$ cat src/rtl/mips_pkg.sv
// Shared constants and types for the MIPS datapath.
// Register-file geometry and named architectural registers.
package mips_pkg;

  localparam int REG_W      = 32;
  localparam int REG_ADDR_W = 5;

  typedef logic [REG_ADDR_W-1:0] reg_addr_t;

  localparam reg_addr_t REG_ZERO = 5'd0;
  localparam reg_addr_t REG_SP   = 5'd29;
  localparam reg_addr_t REG_RA   = 5'd31;

endpackage

$ cat src/rtl/mips_register_file_if.sv
// Register-file access bundle: two read ports, one write port, debug read.
// master = datapath side, slave = register file.
interface mips_register_file_if
  import mips_pkg::*;
#(
  parameter int WIDTH      = REG_W,
  parameter int DEPTH_LOG2 = REG_ADDR_W
);

  logic [DEPTH_LOG2-1:0] A1;
  logic [DEPTH_LOG2-1:0] A2;
  logic [DEPTH_LOG2-1:0] A3;
  logic [WIDTH-1:0]      WD3;
  logic                  WE3;
  logic [WIDTH-1:0]      RD1;
  logic [WIDTH-1:0]      RD2;
  logic [DEPTH_LOG2-1:0] DbgA;
  logic [WIDTH-1:0]      DbgRD;

  modport master (
    output A1, A2, A3, WD3, WE3, DbgA,
    input  RD1, RD2, DbgRD
  );

  modport slave (
    input  A1, A2, A3, WD3, WE3, DbgA,
    output RD1, RD2, DbgRD
  );

endinterface

$ cat src/rtl/mips_register_file.sv
// 32 x 32 MIPS register file, $0 hardwired to zero.
// Combinational reads, one synchronous write, optional write-first bypass.
module mips_register_file
  import mips_pkg::*;
#(
  parameter int WIDTH      = REG_W,
  parameter int DEPTH_LOG2 = REG_ADDR_W,
  parameter int BYPASS     = 0
) (
  input logic                CLK,
  input logic                RST,
  mips_register_file_if.slave rf
);

  localparam int DEPTH = 2 ** DEPTH_LOG2;

  logic [WIDTH-1:0] regs [DEPTH];
  logic             wr_en;

  // X on WE3/A3 evaluates false here, so $0 can never be corrupted.
  always_comb begin
    wr_en = 1'b0;
    if (rf.WE3 && !RST && (rf.A3 != '0))
      wr_en = 1'b1;
  end

  always_ff @(posedge CLK) begin
    if (RST) begin
      for (int i = 0; i < DEPTH; i++)
        regs[i] <= '0;
    end else if (wr_en) begin
      regs[rf.A3] <= rf.WD3;
    end
  end

  always_comb begin
    rf.RD1 = '0;
    if (rf.A1 != '0) begin
      if ((BYPASS != 0) && wr_en && (rf.A1 == rf.A3))
        rf.RD1 = rf.WD3;
      else
        rf.RD1 = regs[rf.A1];
    end
  end

  always_comb begin
    rf.RD2 = '0;
    if (rf.A2 != '0) begin
      if ((BYPASS != 0) && wr_en && (rf.A2 == rf.A3))
        rf.RD2 = rf.WD3;
      else
        rf.RD2 = regs[rf.A2];
    end
  end

  always_comb begin
    rf.DbgRD = '0;
    if (rf.DbgA != '0)
      rf.DbgRD = regs[rf.DbgA];
  end

  always @(posedge CLK) begin
    if (!RST)
      assert (!$isunknown(rf.WE3))
        else $error("WE3 is unknown while out of reset");
  end

endmodule

$ cat src/flat_wrapper.sv
// flat-port wrapper written by rule: the top's interface ports become plain ports
module mips_register_file_flat import mips_pkg::*;
#(
  parameter int WIDTH      = REG_W,
  parameter int DEPTH_LOG2 = REG_ADDR_W,
  parameter int BYPASS     = 0
)
  (CLK, RST, rf_A1, rf_A2, rf_A3, rf_WD3, rf_WE3, rf_DbgA, rf_RD1, rf_RD2, rf_DbgRD);
  mips_register_file_if #(.WIDTH(WIDTH), .DEPTH_LOG2(DEPTH_LOG2)) rf_i ();
  input logic CLK;
  input logic RST;
  input wire logic [$bits(rf_i.A1)-1:0] rf_A1;
  input wire logic [$bits(rf_i.A2)-1:0] rf_A2;
  input wire logic [$bits(rf_i.A3)-1:0] rf_A3;
  input wire logic [$bits(rf_i.WD3)-1:0] rf_WD3;
  input wire logic [$bits(rf_i.WE3)-1:0] rf_WE3;
  input wire logic [$bits(rf_i.DbgA)-1:0] rf_DbgA;
  output wire logic [$bits(rf_i.RD1)-1:0] rf_RD1;
  output wire logic [$bits(rf_i.RD2)-1:0] rf_RD2;
  output wire logic [$bits(rf_i.DbgRD)-1:0] rf_DbgRD;
  assign rf_i.A1 = rf_A1;
  assign rf_i.A2 = rf_A2;
  assign rf_i.A3 = rf_A3;
  assign rf_i.WD3 = rf_WD3;
  assign rf_i.WE3 = rf_WE3;
  assign rf_i.DbgA = rf_DbgA;
  assign rf_RD1 = rf_i.RD1;
  assign rf_RD2 = rf_i.RD2;
  assign rf_DbgRD = rf_i.DbgRD;
  mips_register_file #(.WIDTH(WIDTH), .DEPTH_LOG2(DEPTH_LOG2), .BYPASS(BYPASS)) u_core (.CLK(CLK), .RST(RST), .rf(rf_i));
endmodule
$ cat config.mk
export PLATFORM = sky130hd
export DESIGN_NAME = mips_register_file_flat
export DESIGN_NICKNAME = d
export VERILOG_FILES = /design/src/rtl/mips_pkg.sv /design/src/rtl/mips_register_file_if.sv /design/src/rtl/mips_register_file.sv /design/src/flat_wrapper.sv
export SDC_FILE = /design/constraint.sdc
export NUM_CORES = 2
export LEC_CHECK = 0
export BUFFER_PORTS_ARGS = -buffer_cell sky130_fd_sc_hd__buf_2
export CAP_MARGIN = 20
export CORE_MARGIN = 3
export CORE_UTILIZATION = 30
export DETAILED_ROUTE_END_ITERATION = 10
export PLACE_DENSITY = 0.48
export SLEW_MARGIN = 20
export SYNTH_ARGS = -nofsm -noshare
export SYNTH_HDL_FRONTEND = slang
export SYNTH_SLANG_ARGS = --single-unit
$ cat constraint.sdc
create_clock -name CLK -period 1.6 [get_ports CLK]
set_input_delay 0.16 -clock CLK [delete_from_list [all_inputs] [get_ports CLK]]
set_output_delay 0.16 -clock CLK [all_outputs]
set_load 0.01 [all_outputs]
# == Word level (Yosys, flattened, before mapping) ==
# Memory sizes are Yosys's and may differ from the RTL's.
# Cells that the tools add are included.
# Widths: inputs -> output; s select.
# word_totals
ff_bits,0
mem_bits_rw,1024
inputBits,55
elab_cells,21
mem_count,1
# classes
n_mux,12
n_reduce_logical,8
# memory_table
name,words,width,rd,rd_ports_with_merged_regs,write_ports,line_no,text
u_core.regs,32,32,3,0,32,mips_register_file.sv:17,logic [WIDTH-1:0] regs [DEPTH];
# op_table
cell,count
$mux 32,4
$reduce_or 32->1,1
$reduce_bool 5->1,4
$mux 1,7
$mux 5,1
$logic_and 1x1->1,2
$logic_not 1->1,1

# == Logic depth before layout (Yosys ltp) ==
# logic_depth
word_depth,9
mapped_depth,8
mapped_depth_nobuf,4

# == Worst setup path before layout ==
# No wires, ideal clock.
# synth_path
path_type,in2reg
start,input port rf_A3[3]
end,"memory u_core.regs[16][0] (netlist name), enable pin"
setup_ps,375
arrival_ps,1383
required_time_ps,1225
setup_slack_ps,-158
stages,3
n_path_buf,0
cell_sequence,or3b_2 nor2_1 or2_2
# synth_rtl
element,line_no,text
start: declaration,flat_wrapper.sv:14,input wire logic [$bits(rf_i.A3)-1:0] rf_A3;
end: declaration,mips_register_file.sv:17,

==> run summary <==
The initial utilization of the core area, before any placement, comes to 30.4%. The worst hold-check path type is in2reg. For the total wirelength of the detailed-routed design, the log shows 282000 um.

STA classifies the critical path startpoint as a register. The flow ran to the end, but the final reports show violations. At the end of the flow the core is filled with cells to 40.9%.

The tools report the maximum achievable frequency as 342 MHz. After detailed routing, the number of vias per cell comes to 5.66. Along the worst path, the maximum fanout reaches 2. Global routing used 4.26% of the available met3 tracks.

Setup violations remaining at the end of the flow were counted as 96. The region available for standard cell placement spans 209000 um^2. Once detail routing completed, the nets flagged for antenna violations numbered 0. Across every metal layer, demand over resource in global routing totals 25.5%.

The largest individual stage delay along the critical path comes from the cell sky130_fd_sc_hd__mux4_2. After synthesis the netlist holds a flip-flop and latch count of 1024. met2 is the most crowded layer. The largest registers in the layout are u_core.regs (1024).

The die is 465 um tall. The tree is rooted in a sky130_fd_sc_hd__clkbuf_16. Count of input and output buffers: 150. The number of vias in the routed layout came out at 47700. The DRC marker count from the first detailed-route iteration was 5280. STA classifies the critical path endpoint as an output port. The critical path is of the reg2out type.

The tools report the number of global-route vias before repair as 47600. Per report_power, the clock group accounts for 36.8% of the total. The most common library cell in the layout ignoring fill and taps is sky130_fd_sc_hd__edfxtp_1.

In this run, distinct cell masters in the synthesized netlist total 39. Die outline width: 465 um. The slew at the pin closest to its max-slew limit works out to 1.18 ns. The global-route met2 utilization was 40.8%; the total number of clock tree sinks was 1024. In this design, the stage delay of the slowest critical-path cell is 0.48 ns.

After the flow finishes, the layout carries non-filler instances totaling 8431. The flip-flop count of the largest register after layout is 1024, and the mean routed wirelength per cell is 33.4 um. The worst path needs 2.93 ns of the cycle, external delays included. The cell area after synthesis was 63300 um^2.

The I/O pin total is 151. The tools report the number of warnings issued by yosys as 0. The run gives 0.946 as the global placement routability congestion.

The number of levels in the clock H-tree was 3; the initial antenna violation count was 28. TritonCTS built the clock tree. For the HPWL after detailed placement, the log shows 204000 um. Setup repair after global routing could not meet its margin everywhere.

The start point of the worst min-delay path was rf_WD3[7]. Across all hold checks on the routed design, the worst slack comes to 0.0848 ns. The net switching fraction of the power is 28.6%, and the relative max-transition margin is 21.5%.

The tools report the critical path data required time as 1.44 ns. The site row count came out at 167. In the synthesized netlist, the number of instances is 4447.

The internal portion of the total power is 55100 uW. The die covers 217000 um^2. The average instance area after synthesis works out to 14.2 um^2.

Sequential cells account for 41.7% of the total power. The global-route met1 utilization is 34.0%, and the number of nets in the layout is 5577. Counting flops with a built-in enable in the synthesized netlist gives 1024. The part of the Yosys area used for sequential elements is 48.6%. For the largest net degree at the start of global routing, the log shows 35. The global-route wire length before repair is 389000 um, and the minimum setup slack in the final design is -1.33 ns.

Overall power consumption after layout is estimated at 77100 uW. Timing analysis after detailed placement gives a worst setup slack of -1.27 ns. The share of flip-flops with an asynchronous set or reset after synthesis was 0%; the share of post-route cells with drive strength above 1 was 48.3%. The checks that failed: setup timing. The register ranked first by flip-flop count is u_core.regs. The number of stages on the worst hold path was 2; the number of buffers and inverters on the critical path was 2. Counting the buffers created by CTS gives 116. The pre-antenna-repair detailed-routing pass consisted of 5 iterations. Summed over all nets, the switching power comes to 22000 uW. For the final max-slew violation count, the log shows 0. Clock-pin slew was measured on the worst setup and hold paths at 0.07 ns. Data on the critical path arrives at its endpoint at 2.77 ns. The part of the total power dissipated in combinational logic was 21.4%; the cell area power density was 904 nW/um^2.

The placed instance count is 8127, and the DRC violation count after routing is 0. The sum of overflow across all layers after global routing came out at 0. The signal on the critical path passes through mux4_2 -> mux2_4 -> a221oi_4 -> buf_4 -> a211oi_2 -> buf_2.

The final critical path takes up 183% of the cycle. Leaving out fill and tap cells, the most frequent cells in the layout are sky130_fd_sc_hd__edfxtp_1 (1024), sky130_fd_sc_hd__buf_4 (1018), sky130_fd_sc_hd__and2_1 (992). The worst vdd rail ir drop came out at 0.872 mV. Max-cap violations in this run came to 0. Among cell families on the critical path, the largest total delay comes from multiplexers.

Worst min-delay path endpoint: u_core.regs[13][7]. The most frequently used flop master after synthesis is sky130_fd_sc_hd__edfxtp_1. The analysis attributes to cell leakage a power of 0.0315 uW.

For the number of hold violations in the final report, the log shows 0. The maximum buffer depth of the clock tree is 3, and the layout overhead on the synthesized area is 34.7%.
## Yosys cell counts (all sizes together) (32+ instances only)
master  number  share of area, %
a311oi      64              0.89
a21oi       32              0.25
o221ai      64              0.89
clkbuf     318               1.9
mux2        96               1.7
o21ai      113              0.89
a211oi      96               1.1
edfxtp    1024                49
nand4       32              0.32
nand2       97              0.58
and2       995               9.8
a221oi      81               1.4
nor2b       71              0.70
buf        196               2.0
or2         33              0.33
mux4       576                21
mux2i      384               6.1
nor2        41              0.24
a22oi       96               1.1
## through the flow
stage	cell area, um^2	TNS, ns
4_1_cts	84600	-109.70
3_3_place_gp	78400	-199.70
2_1_floorplan	64600	-7.18
5_1_grt	85200	-110.04
3_5_place_dp	78400	-204.95
6_report	85300	-105.39
## layer usage
layer  part of all wire, %  vias up  routed length, um
li1                      -    19700                  -
met1                    41    25200             114000
met2                    47     2300             132000
met3                   7.7      501              21800
met4                   4.8        2              13600
met5                0.0046        -                 13
## cell families after synthesis
group,synth area share [%]
mux,28.4
simple gates,12.2
compound gates,6.84
flops,48.6
buf+inv,3.95
other cells,0.00592
## power groups by stage
| stage | Combinational (uW) | Sequential, uW | Clock (uW) |
|---|---|---|---|
| after floorplan | 7460 | 32200 | 0 |
| after global placement | 14900 | 32600 | 0 |
| after detailed placement | 14900 | 32700 | 0 |
| after CTS | 16100 | 32100 | 28800 |
| after global routing | 17000 | 32300 | 29800 |
| final | 16500 | 32200 | 28400 |
## final cells by class
class / instances / area [um^2]
Fill cell: 19300 / 123000
Multi-Input combinational cell: 2939 / 33500
Sequential cell: 1024 / 30700
Timing Repair Buffer: 1438 / 13600
Tap cell: 2788 / 3490
Clock buffer: 134 / 2990
Clock inverter: 86 / 940
Antenna cell: 19 / 47.5
Inverter: 3 / 16.3
## worst max-delay path by stage
stage | startpoint | endpoint | cells past startpoint
final | u_core.regs[29][29] | rf_DbgRD[29] | 6
after global routing | u_core.regs[29][11] | rf_DbgRD[11] | 6
after CTS | u_core.regs[29][11] | rf_DbgRD[11] | 6
after detailed placement | rf_A2[1] | rf_RD2[14] | 9
after global placement | rf_A2[1] | rf_RD2[14] | 9
after floorplan | rf_A2[0] | rf_RD2[10] | 6
## what timing repair did
item	4_1_cts	5_1_grt
gates cloned	1	1
setup buffers	55	33
endpoints found under the setup margin	96	96
hold buffers	5	0
endpoints found under the hold margin	64	0
resized for setup	376	102
pin swaps	149	55
(Power assumes the default switching activity.)
